$ cat src/rtl/kyber_pkg.sv
// Shared Kyber constants, FSM encoding for the inverse-NTT sink and the
// conditional-subtract reduction also used by the invntt core.
package kyber_pkg;

  localparam int KYBER_DEPTH = 8;
  localparam int KYBER_Q     = 3329;
  localparam int COEF_W      = 16;

  typedef enum logic [1:0] {
    ST_IDLE,
    ST_CAPTURE,
    ST_DRAIN
  } sink_state_e;

  // Single conditional subtract: values in [0, 2q) land in [0, q).
  function automatic logic [31:0] red_q(input logic [31:0] x, input logic [31:0] q);
    return (x >= q) ? x - q : x;
  endfunction

endpackage

$ cat src/rtl/invntt_sink_if.sv
// Pair-input and coefficient-output streams of the inverse-NTT sink.
interface invntt_sink_if
  import kyber_pkg::*;
#(
  parameter int DEPTH = KYBER_DEPTH,
  parameter int WIDTH = COEF_W
);

  logic             in_valid;
  logic [WIDTH-1:0] din_1;
  logic [WIDTH-1:0] din_2;
  logic [DEPTH-1:0] in_index;
  logic             in_last;
  logic             in_ready;

  logic [WIDTH-1:0] dout;
  logic [DEPTH-1:0] out_addr;
  logic             out_valid;
  logic             out_ready;
  logic             out_last;

  modport slave (
    input  in_valid, din_1, din_2, in_index, in_last, out_ready,
    output in_ready, dout, out_addr, out_valid, out_last
  );

  modport master (
    output in_valid, din_1, din_2, in_index, in_last, out_ready,
    input  in_ready, dout, out_addr, out_valid, out_last
  );

endinterface

$ cat src/rtl/poly_bank.sv
// One polynomial bank: 1 write / 1 read port, synchronous read.
module poly_bank #(
  parameter int AW    = 7,
  parameter int WIDTH = 16
) (
  input  logic             clk,
  input  logic             we,
  input  logic [AW-1:0]    waddr,
  input  logic [WIDTH-1:0] wdata,
  input  logic             re,
  input  logic [AW-1:0]    raddr,
  output logic [WIDTH-1:0] rdata
);

  logic [WIDTH-1:0] mem [2**AW];

  // NOTE: the array and its read register have no reset so they map onto
  // block RAM; contents are undefined until written.
  // NOTE: non-blocking assignments so every register samples pre-edge values.
  always_ff @(posedge clk) begin
    if (we) mem[waddr] <= wdata;
    if (re) rdata <= mem[raddr];
  end

endmodule

$ cat src/rtl/invntt_sink.sv
// Collects inverse-NTT coefficient pairs into even/odd banks, then drains the
// polynomial in natural order over a valid/ready stream with optional mod-q fix-up.
module invntt_sink
  import kyber_pkg::*;
#(
  parameter int DEPTH  = KYBER_DEPTH,
  parameter int WIDTH  = COEF_W,
  parameter int Q      = KYBER_Q,
  parameter int REDUCE = 1
) (
  input  logic             clk,
  input  logic             reset,
  input  logic             start,
  output logic             busy,
  output logic             err,
  invntt_sink_if.slave     bus
);

  localparam int N    = 1 << DEPTH;
  localparam int ROWS = N / 2;
  localparam int RW   = DEPTH - 1;

  sink_state_e state, state_nxt;

  logic [ROWS-1:0]  bitmap;
  logic [DEPTH-1:0] pair_cnt;
  logic             err_q;

  logic             xfer, odd_idx, wr_en, dup, cap_exit;
  logic [RW-1:0]    wr_row;
  logic [DEPTH-1:0] cnt_nxt;

  logic [DEPTH:0]   rd_ptr;
  logic             issue, adv2, final_hs;
  logic             v1;
  logic [DEPTH-1:0] a1;
  logic [WIDTH-1:0] q_even, q_odd, raw, res;

  logic             ov_q, olast_q;
  logic [WIDTH-1:0] dout_q;
  logic [DEPTH-1:0] oaddr_q;

  // Capture decode: a pair at an odd base index is dropped, never written.
  always_comb begin
    xfer     = (state == ST_CAPTURE) && bus.in_valid;
    odd_idx  = bus.in_index[0];
    wr_row   = bus.in_index[DEPTH-1:1];
    wr_en    = xfer && !odd_idx;
    dup      = bitmap[wr_row];
    cnt_nxt  = pair_cnt + DEPTH'(wr_en && !dup);
    cap_exit = (state == ST_CAPTURE) && ((cnt_nxt == DEPTH'(ROWS)) || bus.in_last);
  end

  // Drain handshakes: output register loads when empty or being taken; the
  // RAM read register holds its word whenever no new read is issued.
  always_comb begin
    adv2     = !ov_q || bus.out_ready;
    issue    = (state == ST_DRAIN) && !rd_ptr[DEPTH] && (!v1 || adv2);
    final_hs = (state == ST_DRAIN) && ov_q && bus.out_ready && olast_q;
    raw      = a1[0] ? q_odd : q_even;
    res      = (REDUCE != 0) ? WIDTH'(red_q(32'(raw), 32'(Q))) : raw;
  end

  always_ff @(posedge clk or negedge reset) begin
    if (!reset) state <= ST_IDLE;
    else        state <= state_nxt;
  end

  // NOTE: default assignment first so every path assigns state_nxt (no latch).
  always_comb begin
    state_nxt = state;
    unique case (state)
      ST_IDLE:    if (start)    state_nxt = ST_CAPTURE;
      ST_CAPTURE: if (cap_exit) state_nxt = ST_DRAIN;
      ST_DRAIN:   if (final_hs) state_nxt = ST_IDLE;
      default:                  state_nxt = ST_IDLE;
    endcase
  end

  always_comb begin
    bus.in_ready = (state == ST_CAPTURE);
    busy         = (state != ST_IDLE);
  end

  always_ff @(posedge clk or negedge reset) begin
    if (!reset) begin
      bitmap   <= '0;
      pair_cnt <= '0;
      err_q    <= 1'b0;
    end else if (state == ST_IDLE && start) begin
      bitmap   <= '0;
      pair_cnt <= '0;
      err_q    <= 1'b0;
    end else if (state == ST_CAPTURE) begin
      if (wr_en) bitmap[wr_row] <= 1'b1;
      pair_cnt <= cnt_nxt;
      if ((xfer && odd_idx) || (wr_en && dup) ||
          (cap_exit && (cnt_nxt != DEPTH'(ROWS))))
        err_q <= 1'b1;
    end
  end

  always_ff @(posedge clk or negedge reset) begin
    if (!reset) begin
      rd_ptr  <= '0;
      v1      <= 1'b0;
      a1      <= '0;
      ov_q    <= 1'b0;
      olast_q <= 1'b0;
      dout_q  <= '0;
      oaddr_q <= '0;
    end else begin
      if (issue) begin
        rd_ptr <= rd_ptr + 1'b1;
        v1     <= 1'b1;
        a1     <= rd_ptr[DEPTH-1:0];
      end else begin
        if (state == ST_IDLE) rd_ptr <= '0;
        if (v1 && adv2)       v1     <= 1'b0;
      end
      if (adv2) begin
        ov_q    <= v1;
        olast_q <= v1 && (a1 == DEPTH'(N - 1));
        if (v1) begin
          dout_q  <= res;
          oaddr_q <= a1;
        end
      end
    end
  end

  assign err           = err_q;
  assign bus.out_valid = ov_q;
  assign bus.out_last  = olast_q;
  assign bus.dout      = dout_q;
  assign bus.out_addr  = oaddr_q;

  poly_bank #(.AW(RW), .WIDTH(WIDTH)) u_even (
    .clk   (clk),
    .we    (wr_en),
    .waddr (wr_row),
    .wdata (bus.din_2),
    .re    (issue),
    .raddr (rd_ptr[DEPTH-1:1]),
    .rdata (q_even)
  );

  poly_bank #(.AW(RW), .WIDTH(WIDTH)) u_odd (
    .clk   (clk),
    .we    (wr_en),
    .waddr (wr_row),
    .wdata (bus.din_1),
    .re    (issue),
    .raddr (rd_ptr[DEPTH-1:1]),
    .rdata (q_odd)
  );

endmodule
$ cat src/flat_wrapper.sv
// flat-port wrapper written by rule: the top's interface ports become plain ports
module invntt_sink_flat import kyber_pkg::*;
#(
  parameter int DEPTH  = KYBER_DEPTH,
  parameter int WIDTH  = COEF_W,
  parameter int Q      = KYBER_Q,
  parameter int REDUCE = 1
)
  (clk, reset, start, busy, err, bus_in_valid, bus_din_1, bus_din_2, bus_in_index, bus_in_last, bus_out_ready, bus_in_ready, bus_dout, bus_out_addr, bus_out_valid, bus_out_last);
  invntt_sink_if #(.DEPTH(DEPTH), .WIDTH(WIDTH)) bus_i ();
  input  logic clk;
  input  logic reset;
  input  logic start;
  output logic busy;
  output logic err;
  input wire logic [$bits(bus_i.in_valid)-1:0] bus_in_valid;
  input wire logic [$bits(bus_i.din_1)-1:0] bus_din_1;
  input wire logic [$bits(bus_i.din_2)-1:0] bus_din_2;
  input wire logic [$bits(bus_i.in_index)-1:0] bus_in_index;
  input wire logic [$bits(bus_i.in_last)-1:0] bus_in_last;
  input wire logic [$bits(bus_i.out_ready)-1:0] bus_out_ready;
  output wire logic [$bits(bus_i.in_ready)-1:0] bus_in_ready;
  output wire logic [$bits(bus_i.dout)-1:0] bus_dout;
  output wire logic [$bits(bus_i.out_addr)-1:0] bus_out_addr;
  output wire logic [$bits(bus_i.out_valid)-1:0] bus_out_valid;
  output wire logic [$bits(bus_i.out_last)-1:0] bus_out_last;
  assign bus_i.in_valid = bus_in_valid;
  assign bus_i.din_1 = bus_din_1;
  assign bus_i.din_2 = bus_din_2;
  assign bus_i.in_index = bus_in_index;
  assign bus_i.in_last = bus_in_last;
  assign bus_i.out_ready = bus_out_ready;
  assign bus_in_ready = bus_i.in_ready;
  assign bus_dout = bus_i.dout;
  assign bus_out_addr = bus_i.out_addr;
  assign bus_out_valid = bus_i.out_valid;
  assign bus_out_last = bus_i.out_last;
  invntt_sink #(.DEPTH(DEPTH), .WIDTH(WIDTH), .Q(Q), .REDUCE(REDUCE)) u_core (.clk(clk), .reset(reset), .start(start), .busy(busy), .err(err), .bus(bus_i));
endmodule
$ cat config.mk
export PLATFORM = sky130hd
export DESIGN_NAME = invntt_sink_flat
export DESIGN_NICKNAME = d
export VERILOG_FILES = /design/src/rtl/kyber_pkg.sv /design/src/rtl/invntt_sink_if.sv /design/src/rtl/poly_bank.sv /design/src/rtl/invntt_sink.sv /design/src/flat_wrapper.sv
export SDC_FILE = /design/constraint.sdc
export NUM_CORES = 2
export LEC_CHECK = 0
export ABC_CLOCK_PERIOD_IN_PS = 4500
export BUFFER_PORTS_ARGS = -buffer_cell sky130_fd_sc_hd__buf_2
export CELL_PAD_IN_SITES_DETAIL_PLACEMENT = 0
export CELL_PAD_IN_SITES_GLOBAL_PLACEMENT = 1
export CORE_ASPECT_RATIO = 1.5
export CORE_MARGIN = 5
export CORE_UTILIZATION = 48
export CTS_CLUSTER_DIAMETER = 200
export DETAILED_ROUTE_END_ITERATION = 7
export HOLD_SLACK_MARGIN = 0.05
export PLACE_DENSITY = 0.81
export RECOVER_POWER = 50
export SYNTH_ARGS = -nofsm -noshare
export SYNTH_HDL_FRONTEND = slang
export SYNTH_HIERARCHICAL = 1
export SYNTH_SLANG_ARGS = --single-unit
$ cat constraint.sdc
create_clock -name clk -period 4.5 [get_ports clk]
set_clock_uncertainty 0.1 [all_clocks]
set_input_delay 0.225 -clock clk [delete_from_list [all_inputs] [get_ports clk]]
set_output_delay 0.225 -clock clk [all_outputs]
set_load 0.01 [all_outputs]
* Word-level counts from Yosys, hierarchy flattened
Memory sizes are Yosys's and may differ from the RTL's. A register that Yosys moved wholly into a read port is not among the register bits.
Cells that the tools add are included.
** Storage, ports and cells
- Bits in registers :: 183
- Memory bits (writable) :: 4096
- Input bits :: 46
- Output and inout port bits :: 29
- Word-level logic and storage cells :: 89
- Memories kept :: 2
** Memory list
- u_core.u_even.mem :: words 128, width 16, read ports 1, clocked after Yosys merged registers in 1, write ports 1, line poly_bank.sv:15 : logic [WIDTH-1:0] mem [2**AW];
- u_core.u_odd.mem :: words 128, width 16, read ports 1, clocked after Yosys merged registers in 1, write ports 1, line poly_bank.sv:15
** Operators by class
- Add/subtract/negate cells :: 3
- $lt $le $gt $ge :: 3
- Equality and inequality tests :: 8
- Multiplexer cells :: 24
- Bitwise logic cells :: 1
- Reductions and logical operators :: 37
** Operators by type and width (count)
- 128-bit two-way mux :: 3
- 128-bit OR :: 1
- 16-bit two-way mux :: 2
- 9-bit two-way mux :: 2
- 8-bit equality test (second input constant) :: 2
- 16-bit by 12-bit >= comparator with 1-bit output (second input constant) :: 1
- 1-bit logical AND :: 16
- 8-bit two-way mux :: 2
- 16-bit by 12-bit subtractor with 16-bit output (second input constant) :: 1
- 2-bit nonzero test :: 6
- 9-bit by 1-bit adder with 9-bit output (second input constant) :: 1
- 1-bit two-way mux :: 9
- 8-bit by 1-bit adder with 8-bit output :: 1
- 7-bit by 8-bit less-than comparator with 1-bit output (second input constant) :: 1
- 8-bit inequality test (second input constant) :: 1
- 1-bit binary-select mux with 7-bit select :: 1
- 1-bit demux with 7-bit select :: 1
- 7-bit by 1-bit >= comparator with 1-bit output (second input constant) :: 1
- 2-bit two-way mux :: 3
- 2-bit case mux with 3 select lines :: 1
- 2-bit AND reduction :: 3
- 1-bit logical NOT :: 5
- 1-bit logical OR :: 5
- 2-bit by 1-bit inequality test with 1-bit output (second input constant) :: 2
- 5 further kinds :: 5

* Longest topological paths before layout
- Depth in word-level cells :: 13
- Mapped depth :: 17
- Depth with buffers taken out :: 13

* Cells and area by module
The synthesis kept the hierarchy.
** By module, submodules not included
- poly_bank :: instances 2, cells each 3086, area each 78683.0 sq um, sequential area each 61979.4 sq um
- invntt_sink :: instances 1, cells each 916, area each 8989.9 sq um, sequential area each 4579.4 sq um

* Worst setup path after synthesis
Ideal clock, no wire load.
- Kind :: input -> register
- From :: in bus_in_index[1]
- To :: reg u_core.err_q, in the netlist u_core/err
- Setup time :: 124 ps
- Arrival time :: 3066 ps
- Required time :: 4276 ps
- Slack :: 1211 ps
- Cell stages on the path :: 15
- Buffers on the path :: 2
- Cell sequence :: buf_6 buf_6 mux4_2 nand3_1 o21ai_1 o41ai_2 nor3_1 nor2_1 ha_1 nand4_1 xnor2_1 or3_1 nor4_1 o32ai_1 a211o_1
** Between the ends
- Cells in the longest elaborated chain, start to end :: 12
- Elaborated cells on any way between the ends :: 15
- Classes of those cells :: add/sub: 1; eq/ne: 2; mux: 2; reduce/logical: 10
** Ends and longest elaborated chain
- start, declared :: line flat_wrapper.sv:19 : input wire logic [$bits(bus_i.in_index)-1:0] bus_in_index;
- 1-bit binary-select mux with 7-bit select (*) :: line invntt_sink.sv:49 : dup = bitmap[wr_row];
- 1-bit two-way mux (not written as such) (*) :: line invntt_sink.sv:49
- 1-bit logical NOT :: line invntt_sink.sv:50 : cnt_nxt = pair_cnt + DEPTH'(wr_en && !dup);
- 1-bit logical AND :: line invntt_sink.sv:50
- 8-bit by 1-bit adder with 8-bit output :: line invntt_sink.sv:50
- 8-bit equality test :: line invntt_sink.sv:51 : cap_exit = (state == ST_CAPTURE) && ((cnt_nxt == DEPTH'(ROWS)) || bus.in_last);
- 1-bit logical OR :: line invntt_sink.sv:51
- 1-bit logical AND :: line invntt_sink.sv:51
- 1-bit logical AND :: line invntt_sink.sv:98 : (cap_exit && (cnt_nxt != DEPTH'(ROWS))))
- 1-bit logical OR (*) :: line invntt_sink.sv:97 : if ((xfer && odd_idx) || (wr_en && dup) ||
- 2-bit nonzero test (no line) (*)
- 2-bit AND reduction (no line) (*)
- end signal, assigned :: line invntt_sink.sv:89 : err_q <= 1'b0;
- end signal, assigned :: line invntt_sink.sv:93 : err_q <= 1'b0;
- end signal, assigned :: line invntt_sink.sv:99 : err_q <= 1'b1;
- end, declared :: line invntt_sink.sv:27 : logic err_q;
Every way passes the cells marked *; elsewhere a longest branch is shown, timed or not. The select of a mux whose other input is x is not followed.
A chain may end at the register's enable or synchronous reset.

* Final worst setup path
- From :: in bus_in_index[2]
- To :: reg u_core.err_q, in the netlist u_core/err
The elaborated chain is that of the path after synthesis.

==> impl.org <==
** Timing
- Final setup fails :: 0
- Max-slew violation count :: roughly 3200
- In the finished design, the share of the clock period the worst path needs comes to 95.7%.
- The hold violation count in the final report came to 0.
- Fmax :: 232 MHz
- Transition time of the tightest slew-check pin :: about 4.3 ns
- In the post-route analysis, the smallest setup slack over all paths is 0.191 ns.
- Tightest slew margin relative to the limit :: -184%
- RSZ-0062 raised after global routing :: no
- Setup total negative slack on the finished layout was measured at 0 ns.
- Final period demand of the worst path :: 4.31 ns

** GRT
- Residual overflow from global routing :: 0
- Entering global routing, the biggest net connects 110 pins.
- Via count of the first global-routing pass :: 80800
- Overall Global Routing Usage :: 22.4%
- The initial antenna violation count was 13.
- First-pass GRT wire length :: 584000 um

** Detailed routing
- Total DRC errors in the routed layout :: 0
- Dividing the detail-routed via count by the number of cells gives 6.28.
- In this run the remaining antenna-violating nets after routing total 0.
- Number of vias after detailed routing :: 78500
- The first routing iteration left just over 9000 violations.
- First drt pass iteration count :: 6
- Final wirelength :: 404000 um
- In the final routed layout, each cell accounts on average for 32.3 um.

** Setup path
- The worst register-to-register path has a depth of 14.
- Startpoint types :: input pin
- The critical path in this run is classified as in -> reg.
- At the worst endpoint, the required time is 5.20 ns.
- Of all nets on the critical path, the largest fanout is 11.
- In this run the critical register-to-register path is captured at u_core/err$_DFFE_PN0P_.
- For flop-to-flop paths, the worst setup slack is approximately 0.30 ns.
- In this run the critical register-to-register path is launched from u_core/bitmap[103]$_DFFE_PN0P_.
- Arrival time worst endpoint :: 5.00 ns
- The worst setup path is captured at a flop.

** Clock tree
- The clock passes through at most 4 buffers.
- Clock tree from TritonCTS :: built
- Master cell of the clock root buffer :: clkbuf_16
- Counting every sink on the clock net gives 4311.
- Worst-skew pair later-pin latency :: 0.91 ns
- Number of buffers created by CTS :: between 300 and 400
- After clock tree synthesis, the clock-pin slew on the worst setup and hold paths is about 0.070 ns.
- H-tree Lvls :: 5
- Buffer count from post-CTS setup fixing :: 0

** Power and ir drop
- The analysis attributes to net switching a power of 19.9 mW.
- Power density normalized to cell area :: 463 nW/um2
- Internal power comes to 66.9 mW.
- The analysis attributes to cell leakage a power of 57.2 nW.
- Combinational cells account for 10.9% of the total power.
- Of the total power, registers draw 51.7%.
- Clock power frac :: between 30 and 40%
- Of the total power, the share spent switching nets is 23.0%.
- Maximum vdd ir drop :: 389 uV

** Finish
- The finished cells cover around 190000 um2.
- Compared with the post-synthesis result, the final layout area differs by 12.8%.
- Top library cells by usage in the layout, fill and taps aside :: edfxtp_1 (4128), mux4_2 (1362), nor2_1 (399)
- The library cell used most frequently in the layout, excluding fill and tap cells, is edfxtp_1.
- The final layout contains 7717 nets.
- Fill cells in the final layout number 25000.
- In the final layout, the multi-input gates occupy between 30000 and 40000 um2.
- Ratio of cells with drive above 1 in the final layout :: 31.0%
- The sequential cells in the finished layout cover a total of 129000 um2.

** Yosys
- A synthesized cell averages between 20 and 25 um2.
- Synthesis handed over a netlist of 7088 instances.
- The number of nets handed over by synthesis was 7139.
- Synth cell types :: 69
- Yosys mapped a number of flops with a built-in enable equal to 4128.
- Synthesis-stage register bit count :: 4311
- Post-Syn Area :: 166000 um2
- Most used DFF post-synth :: edfxtp_1
- Share of synthesized flip-flops with an asynchronous set or reset :: 4.24%
- Share of synthesized area occupied by flip-flops and latches :: 77.3%
- Warning count from the yosys run :: 6

** Run status
- Violations in the final reports :: capacitance limit, slew limit
- Result of the run :: complete, but fails checks

** Min path
- The worst hold path belongs to the class in -> reg.
- The worst hold path begins at bus_out_ready.
- The path with the worst hold slack has its endpoint at u_core/bus.out_last$_DFFE_PN0P_.
- Hold depth :: 5

** Placement
- Post-Place Setup Slack :: 0.183 ns
- The placed instances occupy a cell area of 175000 um2.
- Weighted congestion at the end of routability-driven global placement :: between 0.8 and 0.9
- Sum of net half-perimeters after detailed placement :: 246000 um
- # port buffers :: 74

** Floorplan
- Effective utilization at floorplan :: about half
- Pin placement for this block handled 75 I/O pins.
- Number of standard-cell rows in the floorplan :: 264
- Die width :: between 400 and 500 um
- After floorplanning, the core was sized to cover ~340000 um2.
- Die ar. :: 359000 um2
- In this run the vertical extent of the chip is 731 um.

** Job
- Max-cap viol count :: 43
layer usage:
layer  part of all wire, %  wire [um]  track usage [%]
met1                    34     137000             27.3
met2                    53     213000             39.5
met3                   8.1      32700             3.73
met4                   5.4      21800             9.95
met5                 0.017         69                0
critical path, stage by stage:
cell,delay (ns)
buf_2,0.33
dlygate4sd3_1,0.79
buf_4,0.22
mux2i_1,0.08
nor3_1,0.19
a2111oi_1,0.08
o211a_1,0.29
nor3_2,0.30
nor2_1,0.14
ha_1,0.23
buf_4,0.16
and4_1,0.19
a2111oi_0,0.49
a211oi_1,0.15
nor4_1,0.20
o32ai_1,0.13
a211o_1,0.26
dlygate4sd3_1,0.55
worst max path at each step:
stage,start,to,slack (ns),cells after the start
6_report,bus_in_index[2],u_core/err$_DFFE_PN0P_,0.19,18
3_3_place_gp,bus_in_index[1],u_core/err$_DFFE_PN0P_,0.03,15
4_1_cts,bus_in_index[2],u_core/err$_DFFE_PN0P_,0.16,18
2_1_floorplan,bus_in_index[1],u_core/err$_DFFE_PN0P_,1.21,15
5_1_grt,bus_din_2[12],u_core/u_even/mem[123][12]$_DFFE_PP_,0.02,3
3_5_place_dp,bus_in_index[1],u_core/err$_DFFE_PN0P_,0.18,15
final cells by class:
type / count / share of cell area (%)
antenna: 8 / 0.0107
clock buffer: 475 / 5.41
clock inverter: 215 / 1.13
inverter: 13 / 0.0280
multi-input combinational: 2375 / 19.3
sequential: 4311 / 68.5
tap: 4522 / 3.02
timing repair buffer: 582 / 2.59
timing repair:
action / in CTS / in global routing
gates resized for setup: 0 / 4
setup endpoints to repair: 0 / 1
hold buffers: 47 / 0
endpoints found under the hold margin: 2791 / 0
Yosys cell counts (3+ instances only):
| master | instances | area share (%) |
|---|---|---|
| a2111oi_0 | 3 | 0.016 |
| a31oi_1 | 5 | 0.019 |
| dfrtp_1 | 183 | 2.8 |
| o31a_1 | 4 | 0.021 |
| buf_1 | 60 | 0.14 |
| nand2_1 | 100 | 0.23 |
| nand3_1 | 38 | 0.11 |
| nor3_1 | 36 | 0.11 |
| and2_1 | 3 | 0.011 |
| mux2i_1 | 31 | 0.19 |
| mux2_2 | 46 | 0.31 |
| inv_1 | 12 | 0.027 |
| nand2b_1 | 12 | 0.045 |
| edfxtp_1 | 4128 | 75 |
| clkbuf_1 | 193 | 0.44 |
| and3_1 | 5 | 0.019 |
| nor2b_1 | 19 | 0.071 |
| buf_2 | 123 | 0.37 |
| nor2_1 | 402 | 0.91 |
| o221ai_1 | 5 | 0.026 |
| mux4_2 | 1362 | 18 |
| o21ai_1 | 10 | 0.030 |
| o211ai_1 | 4 | 0.018 |
| or3_1 | 5 | 0.019 |
| o21ai_0 | 34 | 0.10 |
| nand3b_1 | 6 | 0.027 |
| nor4_1 | 3 | 0.011 |
| a21oi_1 | 137 | 0.41 |
| xnor2_1 | 14 | 0.074 |
| nand4_1 | 16 | 0.060 |
| nor4_2 | 4 | 0.030 |
| a22oi_1 | 8 | 0.036 |
| buf_4 | 6 | 0.027 |
| o31ai_1 | 5 | 0.023 |
| buf_6 | 7 | 0.047 |
| o22ai_1 | 4 | 0.015 |
| ha_1 | 5 | 0.038 |
| nor3b_1 | 4 | 0.018 |
| a22o_1 | 3 | 0.016 |
power groups by stage:
stage          sequential, mW  clock, mW  combinational [mW]
4_1_cts                  44.7       32.9                9.69
3_5_place_dp             45.6          0                9.57
5_1_grt                  44.8       34.7                10.0
6_report                 44.8       32.4                9.49
2_1_floorplan            45.3          0                6.20
3_3_place_gp             45.6          0                9.38
registers in the layout (all words and copies together) (netlist names), 9 cells and up:
register / flops
u_core/bitmap: 128
u_core/bus.dout: 16
u_core/rd_ptr: 9
u_core/u_even/mem: 2048
u_core/u_even/rdata: 16
u_core/u_odd/mem: 2048
u_core/u_odd/rdata: 16
cell families (layout without fill, tap and decap cells):
kind of cell / count (synthesis) / count (layout) / synth area share, %
adder cells (fa/ha/maj): 5 / 5 / 0.0376
AO/OA/AOI/OAI: 250 / 250 / 0.891
XOR/XNOR: 15 / 15 / 0.0790
buffers and inverters: 402 / 1285 / 1.04
multiplexers: 1440 / 1440 / 18.9
flip-flops: 4311 / 4311 / 77.3
AND/OR/NAND/NOR: 665 / 665 / 1.74
other: 0 / 8 / 0
per-stage QoR:
step / util (%) / instances / power [mW] / hold WS (ns)
after floorplan: - / 7088 / 51.5 / -0.171
after global placement: 50.8 / 11800 / 55.0 / 0.296
after detailed placement: 50.8 / 11800 / 55.2 / 0.312
after CTS: 54.5 / 12500 / 87.4 / 0.0542
after global routing: 54.4 / 12500 / 89.6 / 0.122
final: 54.4 / 12500 / 86.8 / 0.121
Note: power is estimated with default switching activity, not from simulation.
